## src/rtl/gpio_pkg.sv

```systemverilog
// gpio_pkg: shared FSM state/phase types and default window, edge-threshold and loss-count constants
package gpio_pkg;
  typedef enum logic {ACQ, TRACK} state_t;
  typedef logic [1:0] phase_t;
  localparam int WIN_LOG2 = 6;
  localparam int MIN_EDGES = 4;
  localparam int LOSS_WINDOWS = 2;
endpackage

```

## src/rtl/gpio_edge_hist.sv

```systemverilog
// gpio_edge_hist: per-phase saturating edge counters with lowest-index argmax; in clk/rst/en/clr/e[3:0], out peak/peak_cnt
module gpio_edge_hist
  import gpio_pkg::*;
#(
  parameter int WIN_LOG2 = gpio_pkg::WIN_LOG2
) (
  input  logic              clk,
  input  logic              rst,
  input  logic              en,
  input  logic              clr,
  input  logic [3:0]        e,
  output phase_t            peak,
  output logic [WIN_LOG2:0] peak_cnt
);
  localparam int CW = WIN_LOG2 + 1;
  logic [CW-1:0] cnt [4];
  always_ff @(posedge clk or posedge rst)
    if (rst) for (int k = 0; k < 4; k++) cnt[k] <= '0;
    else if (en) for (int k = 0; k < 4; k++) cnt[k] <= clr ? CW'(e[k]) : &cnt[k] ? cnt[k] : cnt[k] + CW'(e[k]);
  always_comb begin
    peak = '0;
    peak_cnt = cnt[0];
    for (int k = 1; k < 4; k++)
      if (cnt[k] > peak_cnt) begin
        peak = phase_t'(k);
        peak_cnt = cnt[k];
      end
  end
endmodule

```

## src/rtl/gpio_phase_picker.sv

```systemverilog
// gpio_phase_picker: 4-phase oversampled data recovery; in clk/rst/en/samp[3:0], out dout/dout_valid/phase_sel/locked/phase_wrap
module gpio_phase_picker
  import gpio_pkg::*;
#(
  parameter int WIN_LOG2     = gpio_pkg::WIN_LOG2,
  parameter int MIN_EDGES    = gpio_pkg::MIN_EDGES,
  parameter int LOSS_WINDOWS = gpio_pkg::LOSS_WINDOWS
) (
  input  logic       clk,
  input  logic       rst,
  input  logic       en,
  input  logic [3:0] samp,
  output logic       dout,
  output logic       dout_valid,
  output logic [1:0] phase_sel,
  output logic       locked,
  output logic       phase_wrap
);
  localparam int LW = $clog2(LOSS_WINDOWS + 1);
  logic [3:0] s1, e;
  logic p3, dec, valid, wrap;
  logic [WIN_LOG2-1:0] wcnt;
  logic [LW-1:0] loss, loss_n;
  logic [WIN_LOG2:0] peak_cnt;
  state_t state, state_n;
  phase_t peak, ps_n;
  assign e = {s1[3:1] ^ s1[2:0], s1[0] ^ p3};
  assign dec = en & (&wcnt);
  assign valid = peak_cnt >= (WIN_LOG2 + 1)'(MIN_EDGES);
  assign locked = state == TRACK;
  assign wrap = (phase_sel == 2'd3 && ps_n == 2'd0) || (phase_sel == 2'd0 && ps_n == 2'd3);
  gpio_edge_hist #(.WIN_LOG2(WIN_LOG2)) u_hist (
    .clk(clk), .rst(rst), .en(en), .clr(dec), .e(e), .peak(peak), .peak_cnt(peak_cnt)
  );
  always_comb begin
    state_n = state;
    loss_n = loss;
    ps_n = phase_sel;
    if (dec && valid) begin
      state_n = TRACK;
      loss_n = '0;
      ps_n = peak + 2'd2;
    end else if (dec && state == TRACK) begin
      loss_n = loss + 1'b1;
      if (loss_n >= LW'(LOSS_WINDOWS)) begin
        state_n = ACQ;
        loss_n = '0;
      end
    end
  end
  always_ff @(posedge clk or posedge rst)
    if (rst) state <= ACQ;
    else if (en) state <= state_n;
  always_ff @(posedge clk or posedge rst)
    if (rst) begin
      s1 <= '0;
      p3 <= 1'b0;
      wcnt <= '0;
      loss <= '0;
      phase_sel <= '0;
      dout <= 1'b0;
      dout_valid <= 1'b0;
      phase_wrap <= 1'b0;
    end else begin
      dout_valid <= locked & en;
      phase_wrap <= wrap;
      if (en) begin
        s1 <= samp;
        p3 <= s1[3];
        wcnt <= wcnt + 1'b1;
        loss <= loss_n;
        phase_sel <= ps_n;
        dout <= s1[phase_sel];
      end
    end
endmodule

```

## config.mk

```make
export PLATFORM = sky130hd
export DESIGN_NAME = gpio_phase_picker
export DESIGN_NICKNAME = d
export VERILOG_FILES = /design/src/rtl/gpio_pkg.sv /design/src/rtl/gpio_edge_hist.sv /design/src/rtl/gpio_phase_picker.sv
export SDC_FILE = /design/constraint.sdc
export NUM_CORES = 1
export LEC_CHECK = 0
export BUFFER_PORTS_ARGS = -buffer_cell sky130_fd_sc_hd__buf_4
export CORE_MARGIN = 1.5
export CORE_UTILIZATION = 40
export DETAILED_ROUTE_END_ITERATION = 6
export GPL_TIMING_DRIVEN = 0
export PLACE_DENSITY = 0.55
export RECOVER_POWER = 100
export SLEW_MARGIN = 0
export SYNTH_ARGS = -nofsm -noshare
export SYNTH_HDL_FRONTEND = slang
export SYNTH_HIERARCHICAL = 1
export SYNTH_SLANG_ARGS = --single-unit
```

## constraint.sdc

```tcl
create_clock -name clk -period 10.9 [get_ports clk]
set_clock_uncertainty 0.2 [all_clocks]
set_input_delay 2.18 -clock clk [delete_from_list [all_inputs] [get_ports clk]]
set_output_delay 2.18 -clock clk [all_outputs]
set_load 0.01 [all_outputs]
```

==> flow_metrics.py <==
metrics = {
    "synth": {
        "yosys_warnings": 6,
        "syn-num-nets": 359,
        "synth_area_um2": 3183,
        "post_synth_inst_count": 321,
        "synth.avg_cell_area_um2": 9.916,
    },
    "power_and_ir_drop": {
        "power_density_cells_nw_per_um2": 249.0,
        "worst_ir_drop_vdd_mv": 0.1159,
        "p_leak_nw": 1.551,
    },
    "sta": {
        "totalNegativeSetupSlack_ns": 0,
        "timing_worst_slew_pin_value_ns": 1.093,
        "report.final.setup_viol": 0,
        "worst_slew_margin_rel_pct": 27.02,
        "hold_viol_final": 0,
        "maxClockFrequency_mhz": 139.8,
        "rsz_0062_raised_after_global_routing": "false",
        "worst_slack_ns": 3.746,
        "final_period_utilization_pct": 65.63,
        "period_needed_ns": 7.154,
        "slew_violations": 0,
    },
    "clocking": {
        "root_driver": "sky130_fd_sc_hd__clkbuf_8",
        "cts-buffers-inserted": 5,
        "cts_tree": "yes",
        "cts_hold_buf": 0,
        "clk_pin_slew_worst_paths_ns": 0.08,
        "post-cts-setup-buffer-count": 0,
        "post_cts_resized": 0,
        "cts_buffer_depth": 2,
        "cts-htree-levels": 2,
        "clock_insertion_delay_worst_skew_ns": 0.29,
        "clock_sink_count": 47,
    },
    "worst_setup_path": {
        "crit_path_end_kind": "flop",
        "worstPathArrival_ns": 7.13,
        "crit_fanout": 10,
        "crit_path_start_kind": "flop",
        "timing.critical_path.required_ns": 10.88,
        "slowest_stage": "sky130_fd_sc_hd__o22ai_1",
        "path_class": "reg -> reg",
        "critical-path-max-stage-delay_ns": 0.73,
        "cp_cell_sequence": "ha_1 -> a21oi_1 -> o21ai_1 -> o22ai_1 -> mux2i_1 -> ha_1 -> and4_1 -> a21boi_1 -> o21ai_0 -> clkbuf_1 -> clkbuf_1 -> nor2_1 -> a21o_1 -> ha_1 -> o21ai_0 -> nor2_1 -> o31ai_1 -> and2_1 -> clkbuf_1 -> a211oi_1 -> nor4_1 -> a211o_4 -> mux2_4",
    },
    "global_route": {
        "first_global_vias": 2284,
        "grt_pass1_wl_um": 11300,
        "grt_max_degree": 29,
        "antenna_violations_before_repair": 0,
        "grt_usage_pct": 17.04,
        "total_overflow_reported_by_the_global_router": 0,
    },
    "routing": {
        "total_wirelength_of_the_detailed_routed_design_um": 6746,
        "post_drt_wl_per_cell_um": 15.23,
        "route.top_layer_used": "met4",
        "met2_wirelength_um": 3302,
        "final_antenna_net_count": 0,
        "wirelength_met1_um": 3199,
        "firstDrtPassIters": 4,
        "viasPerCell": 5.377,
        "dr_total_vias": 2382,
        "route.detailed.drc": 0,
        "drt_iter0_drc": 52,
        "wl_met3_um": 193,
    },
    "floorplan": {
        "die_height_um": 92.21,
        "die_width_um": 92.21,
        "io-pin-count": 13,
        "initial_utilization_pct": 41.19,
        "core.rowCount": 32,
        "die_area_um2": 8502,
        "placeableCoreArea_um2": 7727,
    },
    "final_layout": {
        "area.growth.synth_to_final_pct": 6.564,
        "design.final.nets": 378,
        "finish.utilization_pct": 43.90,
        "finalNonFillerCells": 443,
        "drive_gt1_share_pct": 9.971,
        "insertedDiodeCount": 0,
        "fillCellCount": 781,
    },
    "worst_hold_path": {
        "timing.hold.worst.class": "reg -> reg",
    },
    "job": {
        "maxcap_viol_count": 0,
    },
    "place": {
        "routabilityCongestion": 0.8019,
        "port_buffers": 12,
        "post-place-ws_ns": 4.707,
        "placed_cell_count": 435,
        "dpl.hpwl_um": 5269,
    },
    "status": {
        "result_of_the_run": "finished clean",
    },
}
## state kept, by name, indices dropped and copies added, names as in the netlist
signal	cells
s1	4
u_hist/cnt	28
dout	1
phase_sel	2
wcnt	6
phase_wrap	1
loss	2
dout_valid	1
p3	1
locked	1
## cell type report
| cell class | count | area [um^2] | share of cell area (%) |
|---|---|---|---|
| inverter | 24 | 90.09 | 2.656 |
| buffer | 9 | 45.04 | 1.328 |
| multi-input combinational | 241 | 1804 | 53.19 |
| timing repair buffer | 12 | 63.81 | 1.881 |
| clock buffer | 6 | 72.57 | 2.139 |
| tap | 102 | 127.6 | 3.762 |
| sequential | 47 | 1176 | 34.67 |
| clock inverter | 2 | 12.51 | 0.3689 |
## critical path: cells and delay by family (launching register included)
family | cells | cell delay, ns
AO/OA/AOI/OAI | 10 | 2.43
adder cells (fa/ha/maj) | 3 | 0.97
buffers and inverters | 3 | 0.91
flip-flops | 1 | 0.47
multiplexers | 2 | 0.82
AND/OR/NAND/NOR | 5 | 1.24
## power by group
part	leakage, nW	switching [W]	internal [W]
Sequential	0.563	0.0000796	0.000232
Clock	0.0412	0.0000557	0.0000449
Combinational	0.947	0.000239	0.000194
Total	1.55	0.000374	0.000471
## placed cells by master, fill, tap and decap left out, types with 7 or more instances in the layout
cell,n
sky130_fd_sc_hd__inv_1,23
sky130_fd_sc_hd__nor2_1,38
sky130_fd_sc_hd__mux2_2,7
sky130_fd_sc_hd__nand4_1,15
sky130_fd_sc_hd__nand2_1,16
sky130_fd_sc_hd__o21ai_0,11
sky130_fd_sc_hd__xor2_1,16
sky130_fd_sc_hd__xnor2_1,10
sky130_fd_sc_hd__mux2i_1,11
sky130_fd_sc_hd__ha_1,31
sky130_fd_sc_hd__dfrtp_1,47
sky130_fd_sc_hd__clkbuf_1,15
sky130_fd_sc_hd__a21oi_1,12
## through the flow
stage	hold slack [ns]	power [W]	instance area, um^2
6_report	0.2724	0.0008447	3392
3_3_place_gp	0.2584	0.0007546	3401
5_1_grt	0.2811	0.0009340	3392
4_1_cts	0.2766	0.0008749	3486
2_1_floorplan	0.2420	0.0006501	3183
3_5_place_dp	0.2598	0.0007673	3401
## routing by layer
metal / vias to the layer above / GRT usage (%)
met5: - / 0
met4: 0 / 3.974
met3: 4 / 2.653
met2: 27 / 29.69
met1: 1164 / 22.09
li1: 1187 / -
## final timing paths
kind                       slack (ns)            end  depth (start not counted)           start
max reg2reg                      3.75   phase_sel[0]                         23  u_hist/cnt[20]
min reg2reg                      0.27        wcnt[5]                          1         wcnt[5]
max in group asynchronous        7.87  u_hist/cnt[7]                          2             rst
min in group asynchronous        1.80        wcnt[0]                          2             rst
max                              3.75   phase_sel[0]                         23  u_hist/cnt[20]
min                              0.27        wcnt[5]                          1         wcnt[5]
(Power assumes the default switching activity.)
